### src/rtl/data_mem_access.sv
// MEM-stage data-path controller: aligns load/store requests to byte lanes,
// runs a req/ack handshake with data memory and stalls the pipeline until
// the access completes. Load data leaves right-justified and zero-filled.
module data_mem_access #(
    parameter int NB_DATA = 32,
    parameter int NB_ADDR = 32,
    parameter int NB_MASK = 2
) (
    input  logic               i_clock,
    input  logic               i_reset_n,
    input  logic               i_valid,
    input  logic               i_mem_read,
    input  logic               i_mem_write,
    input  logic [NB_ADDR-1:0] i_addr,
    input  logic [NB_DATA-1:0] i_wdata,
    input  logic [NB_MASK-1:0] i_mascara,
    input  logic               i_is_unsigned,
    output logic               o_stall,
    output logic               o_dmem_req,
    output logic               o_dmem_we,
    output logic [NB_ADDR-1:0] o_dmem_addr,
    output logic [NB_DATA-1:0] o_dmem_wdata,
    output logic [3:0]         o_dmem_be,
    input  logic               i_dmem_ack,
    input  logic [NB_DATA-1:0] i_dmem_rdata,
    output logic [NB_DATA-1:0] o_dato,
    output logic [NB_MASK-1:0] o_mascara,
    output logic               o_is_unsigned,
    output logic               o_load_valid,
    output logic               o_fault
);

    typedef enum logic {ST_IDLE, ST_ACCESS} state_t;

    state_t             r_state;
    state_t             w_next;
    logic               w_req;
    logic               w_fault;
    logic               w_accept;
    logic               w_done;
    logic [NB_DATA-1:0] w_wdata_al;
    logic [3:0]         w_be;
    logic [NB_DATA-1:0] w_rshift;
    logic [NB_DATA-1:0] w_rdata;

    // latched access
    logic [NB_ADDR-1:0] r_addr;
    logic [1:0]         r_off;
    logic               r_we;
    logic [NB_MASK-1:0] r_mask;
    logic               r_uns;
    logic [NB_DATA-1:0] r_wdata;
    logic [3:0]         r_be;
    // completed-load results
    logic [NB_DATA-1:0] r_dato;
    logic [NB_MASK-1:0] r_omask;
    logic               r_ouns;
    logic               r_load_valid;
    logic               r_fault;

    // request decode, fault check, next state and stall
    always_comb begin
        w_req    = i_valid & (i_mem_read | i_mem_write);
        w_fault  = (i_mem_read & i_mem_write)
                 | (i_mascara == 2'b10)
                 | ((i_mascara == 2'b01) & i_addr[0])
                 | ((i_mascara == 2'b11) & (i_addr[1:0] != 2'b00));
        w_accept = (r_state == ST_IDLE) & w_req & ~w_fault;
        w_done   = (r_state == ST_ACCESS) & i_dmem_ack;
        w_next   = r_state;
        case (r_state)
            ST_IDLE:   if (w_accept) w_next = ST_ACCESS;
            ST_ACCESS: if (i_dmem_ack) w_next = ST_IDLE;
            default:   w_next = ST_IDLE;
        endcase
        o_stall  = w_accept | ((r_state == ST_ACCESS) & ~i_dmem_ack);
    end

    // store lane replication and byte enables, little-endian lanes
    always_comb begin
        w_wdata_al = i_wdata;
        w_be       = 4'b1111;
        case (i_mascara)
            2'b00: begin
                w_wdata_al = {4{i_wdata[7:0]}};
                w_be       = 4'b0001 << i_addr[1:0];
            end
            2'b01: begin
                w_wdata_al = {2{i_wdata[15:0]}};
                w_be       = i_addr[1] ? 4'b1100 : 4'b0011;
            end
            default: begin
                w_wdata_al = i_wdata;
                w_be       = 4'b1111;
            end
        endcase
    end

    // right-justify the read word and zero everything above the access size
    always_comb begin
        w_rshift = i_dmem_rdata >> {r_off, 3'b000};
        case (r_mask)
            2'b00:   w_rdata = NB_DATA'(w_rshift[7:0]);
            2'b01:   w_rdata = NB_DATA'(w_rshift[15:0]);
            default: w_rdata = w_rshift;
        endcase
    end

    // state register
    always_ff @(posedge i_clock or negedge i_reset_n) begin
        if (!i_reset_n) r_state <= ST_IDLE;
        else            r_state <= w_next;
    end

    // capture the accepted request; held stable for the whole access
    always_ff @(posedge i_clock or negedge i_reset_n) begin
        if (!i_reset_n) begin
            r_addr  <= '0;
            r_off   <= '0;
            r_we    <= 1'b0;
            r_mask  <= '0;
            r_uns   <= 1'b0;
            r_wdata <= '0;
            r_be    <= '0;
        end else if (w_accept) begin
            r_addr  <= {i_addr[NB_ADDR-1:2], 2'b00};
            r_off   <= i_addr[1:0];
            r_we    <= i_mem_write;
            r_mask  <= i_mascara;
            r_uns   <= i_is_unsigned;
            r_wdata <= w_wdata_al;
            r_be    <= w_be;
        end
    end

    // load results held until the next load completes; fault/valid are pulses
    always_ff @(posedge i_clock or negedge i_reset_n) begin
        if (!i_reset_n) begin
            r_dato       <= '0;
            r_omask      <= '0;
            r_ouns       <= 1'b0;
            r_load_valid <= 1'b0;
            r_fault      <= 1'b0;
        end else begin
            r_load_valid <= w_done & ~r_we;
            r_fault      <= (r_state == ST_IDLE) & w_req & w_fault;
            if (w_done & ~r_we) begin
                r_dato  <= w_rdata;
                r_omask <= r_mask;
                r_ouns  <= r_uns;
            end
        end
    end

    assign o_dmem_req    = (r_state == ST_ACCESS);
    assign o_dmem_we     = r_we;
    assign o_dmem_addr   = r_addr;
    assign o_dmem_wdata  = r_wdata;
    assign o_dmem_be     = r_be;
    assign o_dato        = r_dato;
    assign o_mascara     = r_omask;
    assign o_is_unsigned = r_ouns;
    assign o_load_valid  = r_load_valid;
    assign o_fault       = r_fault;

endmodule
### config.mk
export PLATFORM = sky130hd
export DESIGN_NAME = data_mem_access
export DESIGN_NICKNAME = d
export VERILOG_FILES = /design/src/rtl/data_mem_access.sv
export SDC_FILE = /design/constraint.sdc
export NUM_CORES = 1
export LEC_CHECK = 0
export ABC_AREA = 1
export BUFFER_PORTS_ARGS = -buffer_cell sky130_fd_sc_hd__buf_2
export CAP_MARGIN = 20
export CORE_ASPECT_RATIO = 0.8
export CORE_MARGIN = 3
export CORE_UTILIZATION = 45
export CTS_CLUSTER_SIZE = 20
export DETAILED_ROUTE_END_ITERATION = 16
export MAX_ROUTING_LAYER = met4
export PLACE_DENSITY_LB_ADDON = 0.08
export SKIP_CTS_REPAIR_TIMING = 1
export SYNTH_ARGS = -nofsm -noshare
export SYNTH_HDL_FRONTEND = slang
export SYNTH_SLANG_ARGS = --single-unit
### constraint.sdc
create_clock -name i_clock -period 2.6 [get_ports i_clock]
set_input_delay 0.26 -clock i_clock [delete_from_list [all_inputs] [get_ports i_clock]]
set_output_delay 0.26 -clock i_clock [all_outputs]
set_load 0.05 [all_outputs]
# == Word level (Yosys, flattened, before mapping) ==
# Cells that the tools add are included.
# W data, S select, Z words.
# classes
add_sub_neg,0
mul,0
n_div,0
order_cmp,0
eq_ne,4
shifts,2
muxes,7
n_bitwise,19
reduce_logical,3
# op_table
op,n
$pmux W32 S2,2
$shr A32 B5 Y32,1
$and A1 B1 Y1,10
$pmux W4 S2,1
$or A1 B1 Y1,5
$eq A2 B1 Y1 const B,2
$eq A2 B2 Y1 const B,2
$logic_not A2 Y1,2
$mux W4,1
$not A1 Y1,4
$shl A1 B2 Y4 const A,1
$mux W1,2
$pmux W1 S2,1
$reduce_bool A2 Y1,1
# totals
register_bits,110
latch_bits,0
ramBits,0
mem_bits_ro,0
inputBits,105
output_inout_bits,108
word_cells,48
mem_count,0

# == Depth between registers and ports, before layout ==
# logic_depth
word_depth,8
depth_mapped,9
mapped_depth_nobuf,7

# == Least setup slack after synthesis ==
# No wires, ideal clock.
# synth_path
path_type,reg2out
start,reg r_state (netlist: o_dmem_req)
end,out o_stall
t_arrival_ns,1.825
required_time_ns,2.340
path_slack_ns,0.515
stages_incl_launch_ff,3
n_path_buf,0
cell_sequence,dfrtp_1 > inv_2 > o21ai_0
# synth_between
elab_chain_len,4
# synth_rtl
item,line_no,text
from (decl),35,state_t r_state;
from (signal assigned),112,else r_state <= w_next;
$not A1 Y1,68,w_accept = (r_state == ST_IDLE) & w_req & ~w_fault;
$and A1 B1 Y1 (2 in series),68,
$or A1 B1 Y1 (*),76,o_stall = w_accept | ((r_state == ST_ACCESS) & ~i_dmem_ack);
to (decl),18,"output logic o_stall,"
# Every way passes the cells marked *; elsewhere a longest branch is shown, timed or not.

# == Worst setup path in the final report ==
# Same ends and word-level chain as after synthesis.

==> impl_metrics.yaml <==
clocking:
  tritoncts: "yes"
  clk_latency_ns: 0.34
  cts_buffers: 9
  cts_root_buf: "clkbuf_16"
  htreeDepth: 3
  clkSinkCount: 110
  clkSlewWorstSetupHoldPaths_ns: 0.07
  clock_path_buffers: 2
global_route:
  antenna_found_initial: 0
  overflow: 0
  grtUsageTotal: 0.248
  grt_pass1_vias: 4941
  grt_pass1_wl_um: 25300
  grt_max_degree: 51
worst_setup_path:
  critPathRequiredTime_ns: 2.34
  cpPeakStageDelay_ns: 0.40
  cp_top_family: "simple AND/OR/NAND/NOR gates"
  cp-start-kind: "flop"
  critPathMaxFanout: 21
  reg2reg_to: "o_dato[10]"
  critPathSlowestCell: "dfrtp_1"
  reg2reg_from: "o_dmem_req"
  crit_buf_inv: 2
  path_class: "reg2out"
  cp_data_arrival_time_ns: 1.89
  cp-end-kind: "output pin"
  worstPathCellList: "inv_2, nand2_1, nor2_4, nand3_2, o21ai_0, buf_2"
  ff2ff_setup_slack_ns: 0.86
  r2r_cells: 7
route:
  wirelength_um: 15900
  post_drt_wl_per_cell_um: 15.3
  viasPerCell: 5.25
  vias: 5428
  wl_met2_um: 7030
  wl_met1_um: 7110
  drtPass1Iterations: 5
  ant_nets: 0
  wl_met3_um: 1510
  remaining_drc_errors: 0
  drt-initial-drc-count: 404
  dr.max_layer_used: "met4"
sta:
  hold_viol: 0
  finalCriticalPeriod_ns: 2.15
  max_slew_margin: 0.419
  tightest_slew_ns: 0.871
  finalSetupTns_ns: 0
  fin_skew_ns: 0.00323
  hold_ws_ns: 0.124
  maxSlewViolCount: 0
  setup_violations: 0
  max_clock_freq_ghz: 0.465
  fin_crit_sh: 0.827
  grt_setup_unrepaired: "false"
  timing.final.ws_setup_ns: 0.450
final_layout:
  multi_input_area_um2: 2230
  area_growth_pct: 26.0
  fin_nets: 989
  instances_no_fill: 1033
  layout-drive-gt1-share: 0.280
  regArea_um2: 2750
  fin_util: 0.600
  antenna_cells: 0
  fillers: 1059
  postLayoutCellArea_um2: 6710
die:
  coreArea_um2: 11200
  fp.dieH_um: 103
  die_w_um: 128
  ios: 213
  die_area_um2: 13200
  initial_core_util: 0.476
  std_cell_rows: 34
placed_design:
  io_buffers: 210
  place.gp.congestion: 0.949
  dp_cells: 1016
  place_ws_ns: 0.822
  place_area_um2: 6410
  hpwlAfterDp_um: 11600
synth:
  ys_warn_count: 0
  ys_seq_area_frac: 0.517
  syn_area_um2: 5320
  synth_top_cell_area_share: 0.517
  syn_inst: 696
  synth_top_cell_by_area: "dfrtp_1"
  ys_top_cells_by_area: "dfrtp_1, nand2_1, nand4_1"
  ys_ff_latch: 110
  synth.distinct_cells: 21
  synth.avg_cell_area_um2: 7.65
power_and_ir_drop:
  p_leak_nw: 3.92
  power_frac_comb: 0.468
  irDropWorstVdd_uv: 508
  switching_share: 0.492
  cellInternalPower_mw: 3.62
  seqPwrFrac: 0.346
  clock_power_share: 0.186
  power_mw: 7.13
  power.density_nw_per_um2: 1060
  switchingPower_mw: 3.51
hold_path:
  hp-start: "i_dmem_ack"
  hold_class: "in2reg"
  min_to: "o_dmem_req"
  min_path_cells: 2
status:
  outcome: "completed"
flow_run:
  maxCapViolCount: 0
## cell usage after synthesis
master	n
a21oi_1	1
buf_1	4
buf_2	20
buf_4	2
buf_6	7
clkbuf_1	17
conb_1	1
dfrtp_1	110
inv_1	15
inv_2	3
nand2_1	368
nand2_2	1
nand3_1	44
nand3_2	1
nand4_1	52
nor2_1	2
nor2_2	3
nor2_4	1
o211ai_1	8
o21ai_0	32
o21ai_1	4
## power groups by stage
stage / Combinational (mW) / Sequential [mW] / Clock, mW
floorplan: 0.829 / 4.12 / 0
global placement: 3.32 / 2.48 / 0
detailed placement: 3.35 / 2.48 / 0
CTS: 3.35 / 2.47 / 1.36
global route: 3.58 / 2.53 / 1.43
finish: 3.33 / 2.47 / 1.33
## routing by layer
| metal | vias to the layer above | global-route usage |
|---|---|---|
| met3 | 18 | 0.0657 |
| met4 | 0 | 0.0595 |
| li1 | 2618 | - |
| met5 | - | - |
| met1 | 2562 | 0.352 |
| met2 | 230 | 0.359 |
## placed cells by master, fill, tap and decap left out, types with 2 or more instances in the layout
master,count
nand2_1,368
buf_2,209
dfrtp_1,110
nand4_1,52
nand3_1,44
o21ai_0,32
inv_1,15
buf_4,15
clkbuf_16,9
o211ai_1,8
o21ai_1,4
inv_2,3
nor2_2,3
nor2_1,2
conb_1,2
clkbuf_8,2
clkinvlp_4,2
## worst max path at each step
| stage | start | to | slack, ns | cells after the start |
|---|---|---|---|---|
| 2_1_floorplan | o_dmem_req | o_stall | 0.51 | 2 |
| 6_report | o_dmem_req | o_stall | 0.45 | 6 |
| 3_5_place_dp | o_dmem_req | o_stall | 0.82 | 6 |
| 5_1_grt | o_dmem_req | o_stall | 0.29 | 6 |
| 3_3_place_gp | o_dmem_req | o_stall | 0.85 | 6 |
| 4_1_cts | o_dmem_req | o_stall | 0.43 | 6 |
## area by class of cell
type / instances / share of cell area
multi-input cells: 519 / 0.333
well taps: 144 / 0.0269
flip-flops and latches: 110 / 0.410
clock inverters: 4 / 0.00429
repair buffers: 226 / 0.177
clock buffers: 12 / 0.0382
inverters: 18 / 0.0101
## state kept, by name, summed over array words and instances (netlist names), 2 cells and up
signal,count
o_dmem_addr,30
o_mascara,2
o_dmem_wdata,32
r_mask,2
o_dato,32
o_dmem_be,4
r_off,2
## cell families after synthesis
logic type,share of synthesized area
AO/OA/AOI/OAI,0.0461
buffers and inverters,0.0639
flip-flops,0.517
other,0.000705
AND/OR/NAND/NOR,0.372
(Power assumes the default switching activity.)
